--- src/rtl/pot_cook_timer.sv ---
// pot_cook_timer: cooking/fire stage for the pot cells of the 8x13 play grid.
// On each cook step it walks every cell in row-major order. Raw pots move to
// cooked and then to on fire, counting down the per-cell timer as they go.
// Each changed cell is sent back to the grid owner as one write over a
// valid/ready port. Cells already on fire are counted in the scan's fire
// counter.
module pot_cook_timer #(
  parameter int FRAMES_PER_STEP = 30,
  parameter int COOK_STEPS      = 10,
  parameter int BURN_STEPS      = 8
) (
  input  logic                   clk_in,
  input  logic                   reset_n,
  input  logic                   frame_tick,
  input  logic [2:0]             game_state,
  input  logic [7:0][12:0][3:0]  object_grid,
  input  logic [7:0][12:0][3:0]  time_grid,
  output logic                   wr_valid,
  input  logic                   wr_ready,
  output logic [2:0]             wr_row,
  output logic [3:0]             wr_col,
  output logic [3:0]             wr_obj,
  output logic [3:0]             wr_time,
  output logic [3:0]             fire_count,
  output logic                   scan_overrun
);

  // Game state encodings
  localparam logic [2:0] GS_PLAY  = 3'd2;
  localparam logic [2:0] GS_PAUSE = 3'd3;

  // Cell object codes handled by this stage
  localparam logic [3:0] POT_RAW    = 4'd6;
  localparam logic [3:0] POT_COOKED = 4'd7;
  localparam logic [3:0] POT_FIRE   = 4'd8;

  // Timer value of a cell that has never been armed
  localparam logic [3:0] T_UNARMED = 4'hF;

  localparam logic [7:0] STEP_LAST = 8'(FRAMES_PER_STEP - 1);
  localparam logic [3:0] COOK_T    = 4'(COOK_STEPS);
  localparam logic [3:0] BURN_T    = 4'(BURN_STEPS);
  localparam logic [2:0] LAST_ROW  = 3'd7;
  localparam logic [3:0] LAST_COL  = 4'd12;

  typedef enum logic [2:0] {
    ST_IDLE,
    ST_SCAN,
    ST_EVAL,
    ST_WRITE,
    ST_DONE
  } state_t;

  state_t      state_reg, state_next;
  logic [7:0]  presc_reg, presc_next;
  logic [2:0]  row_reg, row_next;
  logic [3:0]  col_reg, col_next;
  logic [3:0]  fire_acc_reg, fire_acc_next;
  logic [3:0]  fire_count_reg, fire_count_next;
  logic        overrun_reg, overrun_next;
  logic        wr_valid_reg, wr_valid_next;
  logic [2:0]  wr_row_reg, wr_row_next;
  logic [3:0]  wr_col_reg, wr_col_next;
  logic [3:0]  wr_obj_reg, wr_obj_next;
  logic [3:0]  wr_time_reg, wr_time_next;

  logic        in_play;
  logic        cook_step;
  logic        last_cell;
  logic [2:0]  row_adv;
  logic [3:0]  col_adv;
  logic [3:0]  fire_acc_inc;

  logic [7:0][3:0] row_cell_obj;
  logic [7:0][3:0] row_cell_time;
  logic [3:0]  cell_obj;
  logic [3:0]  cell_time;

  logic        eval_write;
  logic        eval_fire;
  logic [3:0]  eval_obj;
  logic [3:0]  eval_time;

  assign in_play = (game_state == GS_PLAY);

  // Pick the current column out of every row, then the current row out of that
  genvar gi;
  generate
    for (gi = 0; gi < 8; gi++) begin : g_row_sel
      assign row_cell_obj[gi]  = object_grid[gi][col_reg];
      assign row_cell_time[gi] = time_grid[gi][col_reg];
    end
  endgenerate

  assign cell_obj  = row_cell_obj[row_reg];
  assign cell_time = row_cell_time[row_reg];

  // Row-major walk: the column wraps 12->0 and carries into the row
  assign last_cell    = (row_reg == LAST_ROW) && (col_reg == LAST_COL);
  assign col_adv      = (col_reg == LAST_COL) ? 4'd0 : col_reg + 4'd1;
  assign row_adv      = (col_reg == LAST_COL) ? row_reg + 3'd1 : row_reg;
  assign fire_acc_inc = (fire_acc_reg == 4'hF) ? 4'hF : fire_acc_reg + 4'd1;

  // Frame prescaler: counts ticks in PLAY, holds in PAUSE, clears otherwise
  always_comb begin
    presc_next = presc_reg;
    cook_step  = 1'b0;
    if (in_play) begin
      if (frame_tick) begin
        if (presc_reg == STEP_LAST) begin
          presc_next = '0;
          cook_step  = 1'b1;
        end else begin
          presc_next = presc_reg + 8'd1;
        end
      end
    end else if (game_state != GS_PAUSE) begin
      presc_next = '0;
    end
  end

  // Cooking rule for the cell under the scan pointer
  always_comb begin
    eval_write = 1'b0;
    eval_fire  = 1'b0;
    eval_obj   = cell_obj;
    eval_time  = cell_time;
    case (cell_obj)
      POT_RAW: begin
        eval_write = 1'b1;
        if (cell_time == T_UNARMED) begin
          eval_time = COOK_T;
        end else if (cell_time == 4'd0) begin
          eval_obj  = POT_COOKED;
          eval_time = BURN_T;
        end else begin
          eval_time = cell_time - 4'd1;
        end
      end
      POT_COOKED: begin
        eval_write = 1'b1;
        if (cell_time == T_UNARMED) begin
          eval_time = BURN_T;
        end else if (cell_time == 4'd0) begin
          eval_obj  = POT_FIRE;
          eval_time = T_UNARMED;
        end else begin
          eval_time = cell_time - 4'd1;
        end
      end
      POT_FIRE: begin
        eval_fire = 1'b1;
      end
      default: begin
      end
    endcase
  end

  // Scan FSM next-state and write-port outputs
  always_comb begin
    state_next      = state_reg;
    row_next        = row_reg;
    col_next        = col_reg;
    fire_acc_next   = fire_acc_reg;
    fire_count_next = fire_count_reg;
    wr_valid_next   = wr_valid_reg;
    wr_row_next     = wr_row_reg;
    wr_col_next     = wr_col_reg;
    wr_obj_next     = wr_obj_reg;
    wr_time_next    = wr_time_reg;
    // A step that lands while a scan is still busy is dropped and flagged
    overrun_next    = overrun_reg | (cook_step && (state_reg != ST_IDLE));

    case (state_reg)
      ST_IDLE: begin
        if (cook_step) begin
          state_next = ST_SCAN;
        end
      end

      ST_SCAN: begin
        row_next      = 3'd0;
        col_next      = 4'd0;
        fire_acc_next = 4'd0;
        state_next    = in_play ? ST_EVAL : ST_IDLE;
      end

      ST_EVAL: begin
        if (!in_play) begin
          // Left PLAY: remaining cells stay untouched, fire_count keeps old value
          state_next = ST_IDLE;
        end else if (eval_write) begin
          wr_valid_next = 1'b1;
          wr_row_next   = row_reg;
          wr_col_next   = col_reg;
          wr_obj_next   = eval_obj;
          wr_time_next  = eval_time;
          state_next    = ST_WRITE;
        end else begin
          if (eval_fire) begin
            fire_acc_next = fire_acc_inc;
          end
          if (last_cell) begin
            state_next = ST_DONE;
          end else begin
            row_next = row_adv;
            col_next = col_adv;
          end
        end
      end

      ST_WRITE: begin
        // Request is held unchanged until it is accepted
        if (wr_ready) begin
          wr_valid_next = 1'b0;
          if (!in_play) begin
            state_next = ST_IDLE;
          end else if (last_cell) begin
            state_next = ST_DONE;
          end else begin
            row_next   = row_adv;
            col_next   = col_adv;
            state_next = ST_EVAL;
          end
        end
      end

      ST_DONE: begin
        fire_count_next = fire_acc_reg;
        fire_acc_next   = 4'd0;
        state_next      = ST_IDLE;
      end

      default: begin
        state_next = ST_IDLE;
      end
    endcase
  end

  // State, prescaler and output registers
  always_ff @(posedge clk_in or negedge reset_n) begin
    if (!reset_n) begin
      state_reg      <= ST_IDLE;
      presc_reg      <= '0;
      row_reg        <= '0;
      col_reg        <= '0;
      fire_acc_reg   <= '0;
      fire_count_reg <= '0;
      overrun_reg    <= 1'b0;
      wr_valid_reg   <= 1'b0;
      wr_row_reg     <= '0;
      wr_col_reg     <= '0;
      wr_obj_reg     <= '0;
      wr_time_reg    <= '0;
    end else begin
      state_reg      <= state_next;
      presc_reg      <= presc_next;
      row_reg        <= row_next;
      col_reg        <= col_next;
      fire_acc_reg   <= fire_acc_next;
      fire_count_reg <= fire_count_next;
      overrun_reg    <= overrun_next;
      wr_valid_reg   <= wr_valid_next;
      wr_row_reg     <= wr_row_next;
      wr_col_reg     <= wr_col_next;
      wr_obj_reg     <= wr_obj_next;
      wr_time_reg    <= wr_time_next;
    end
  end

  assign wr_valid     = wr_valid_reg;
  assign wr_row       = wr_row_reg;
  assign wr_col       = wr_col_reg;
  assign wr_obj       = wr_obj_reg;
  assign wr_time      = wr_time_reg;
  assign fire_count   = fire_count_reg;
  assign scan_overrun = overrun_reg;

endmodule
--- config.mk ---
export PLATFORM = sky130hd
export DESIGN_NAME = pot_cook_timer
export DESIGN_NICKNAME = d
export VERILOG_FILES = /design/src/rtl/pot_cook_timer.sv
export SDC_FILE = /design/constraint.sdc
export NUM_CORES = 1
export LEC_CHECK = 0
export ABC_AREA = 1
export CAP_MARGIN = 0
export CORE_AREA = 4 4 328 330
export CTS_BUF_LIST = sky130_fd_sc_hd__clkbuf_8
export DETAILED_ROUTE_END_ITERATION = 6
export DIE_AREA = 0 0 332 334
export PLACE_DENSITY_LB_ADDON = 0.3
export SYNTH_ARGS = -nofsm -noshare
export SYNTH_HDL_FRONTEND = slang
export SYNTH_SLANG_ARGS = --single-unit
--- constraint.sdc ---
create_clock -name clk_in -period 7.45 [get_ports clk_in]
set_input_delay 0.745 -clock clk_in [delete_from_list [all_inputs] [get_ports clk_in]]
set_output_delay 0.745 -clock clk_in [all_outputs]
set_load 0.03 [all_outputs]
==> results.toml <==
[clocking]
numCtsBuffers = 5
clk_path_buf_depth = 2
cts-resized-gates = 0
cts_tree = "done"
clk_pin_slew_worst_paths_ns = 0.10
cts_setup_buffers = 0
cts.sinks = 43
h-tree-depth = 2
clock-root-buffer = "clkbuf_8"
clk_latency_ns = 0.31
hold_buffers = 0

[setup_path]
cp_max_fo = 46
worst-path-buf-inv = 1
slowest_stage = "dfrtp_4"
path_class = "reg -> reg"
crit_top_cell = "nand2_1"
end_kind = "register"
rr_worst_depth = 14
cp_num_cells = 14
start_kind = "register"
crit_required_ns = 7.70
slowest_delay_ns = 0.73
arrival_ns = 4.49
critPathTopFamily = "simple AND/OR/NAND/NOR gates"
cp_cell_sequence = "nand2_2 > clkinv_1 > nand3_1 > nand2_1 > a21oi_1 > nand2_1 > nand3_1 > nand2_1 > nand2_1 > nand2_1 > nor2_1 > nand2_1 > nor3_2 > nand2b_1"

[pwr]
p_leak_nw = 9.40
power_density_nw_per_um2 = 100
vdd_ir_drop_max_uv = 100
p_total_mw = 2.14

[sta]
setup_viol = 0
fin_skew_ns = 0.0134
worstMarginPinSlew_ns = 1.21
finalCritPeriodShare_pct = 57.0
fin_setup_tns_ns = 0
period_minus_slack_ns = 4.25
hold_viol = 0
clock.fmax_mhz = 235
slew_violations = 0
relSlewSlack_pct = 19.0
rsz0062_at_grt = "false"

[finish]
synthToLayoutAreaGrowth_pct = 82.2
largest_reg_flops = 8
fin_area_sq_um = 21400
fin_cells = 4569
final_layout_size_suffix_gt1_share_pct = 1.77
fin_nets = 4011
layout_commonest_cell = "nand2_1"
final_core_util_pct = 20.4
layout_common_cells = "nand2_1, clkdlybuf4s50_1, nor2_1"

[yosys]
synth_top_family_by_area = "simple AND/OR/NAND/NOR gates"
synth-seq-area-share_pct = 9.18
postSynthAreaPerCell_sq_um = 4.76
syn-num-nets = 3307
synth.top_cells.by_area = "nand2_1, nand3_1, nor2_1, dfrtp_1, o21ai_1"
synthAdderAreaFrac_pct = 0.747
synth.area.mux_share_pct = 0
synth.distinct_cells = 39
synth_top_area_cell = "nand2_1"
postSynthCellCount = 2461
syn_area_sq_um = 11700
yosys.area_share.simple_pct = 60.2
ys_ff_latch = 43
yosysWarnings = 0
synth_top_area_share_pct = 30.2
synth-compound-area-share_pct = 15.5
synth-xor-area-share_pct = 0.149

[route]
vias = 18643
drtIter0Drc = 1242
drc_errors = 0
ant_nets = 0
vias_per_cell = 4.08
drt-total-wl_mm = 99.4
firstDrtPassIters = 5
wl_per_cell_um = 21.8

[worst_hold_path]
hold_class = "reg -> reg"
hold_depth = 1

[placed_design]
gp_congestion = 0.882
dp.cells = 4549
io_buffers = 859
hpwlAfterDp_mm = 80.8
place_area_sq_um = 21200

[floorplan]
die_h_um = 334
row_count = 119
die_width_um = 332
core-area_sq_um = 105000
die_area_sq_um = 111000
initial_core_util_pct = 11.2
io_pins = 860

[global_route]
use_met1_pct = 22.0
grt_pass1_wl_mm = 136
grt.overflow.total = 0
grt_usage_pct = 16.8
grt_max_degree = 177
use_met3_pct = 4.22
grt_use_met2_pct = 28.3
grt_pass1_vias = 18297
antenna_found_initial = 23
grt_busiest_layer = "met2"

[outcome]
status = "finished clean"

[job]
drv_cap = 0
logic make-up (layout without fill, tap and decap cells):
family,count (synthesis),in the layout
simple gates,1732,1732
compound gates,342,342
buf+inv,335,1040
flops,43,43
fa+ha+maj,7,7
xor+xnor,2,2
other cells,0,12
synthesized netlist by cell type:
master / n
o21a_1: 19
nand3_2: 1
nor4_1: 1
nor3_1: 14
a21o_1: 1
o21ai_1: 132
xor2_1: 2
o211ai_1: 2
nor2_1: 389
ha_1: 7
o21ai_0: 86
a21oi_1: 71
buf_4: 31
nand2_1: 943
buf_6: 26
o22ai_1: 1
a211oi_1: 1
clkbuf_1: 25
nand3_1: 359
nor2_2: 4
nand3b_1: 1
nand4_1: 6
a31oi_1: 25
or2_2: 1
buf_1: 21
nand2_2: 6
dfrtp_1: 43
o21bai_1: 3
clkinv_1: 3
nor3b_1: 2
or2_1: 1
nor2_4: 2
inv_2: 5
inv_4: 1
o21ai_2: 1
inv_1: 144
nor3_2: 1
buf_2: 79
nand2b_1: 1
area by class of cell:
class	instances	area, sq um
Fill cell	12278	83500
Multi-Input combinational cell	2083	8980
Timing Repair Buffer	879	8780
Tap cell	1391	1740
Sequential cell	43	1090
Inverter	153	597
Clock buffer	5	68.8
Clock inverter	3	63.8
Antenna cell	12	30.0
per-layer routing:
layer	wire length (um)	part of all wire, %
met1	44000	44
met2	46800	47
met3	7340	7.4
met4	1300	1.3
met5	68	0.068
report_power, final:
group | leakage, nW | switching, mW | internal (mW)
Clock | 0.0696 | 0.0929 | 0.133
Combinational | 8.75 | 0.931 | 0.697
Sequential | 0.579 | 0.0408 | 0.250
Total | 9.40 | 1.06 | 1.08
path summary, 6_finish.rpt:
kind / startpoint / to / slack (ns)
setup / recovery: col_reg[2] / wr_obj[3] / 3.20
hold / removal: scan_overrun / scan_overrun / 0.47
setup reg to reg: col_reg[2] / wr_obj[3] / 3.20
hold reg to reg: scan_overrun / scan_overrun / 0.47
max in group asynchronous: reset_n / col_reg[0] / 6.05
min in group asynchronous: reset_n / presc_reg[7] / 0.63
stage by stage:
stage	hold WS [ns]	setup WS, ns
2_1_floorplan	0.449	5.09
3_3_place_gp	0.441	2.95
3_5_place_dp	0.455	2.98
4_1_cts	0.482	2.93
5_1_grt	0.496	2.71
6_report	0.474	3.20
(Power assumes the default switching activity.)
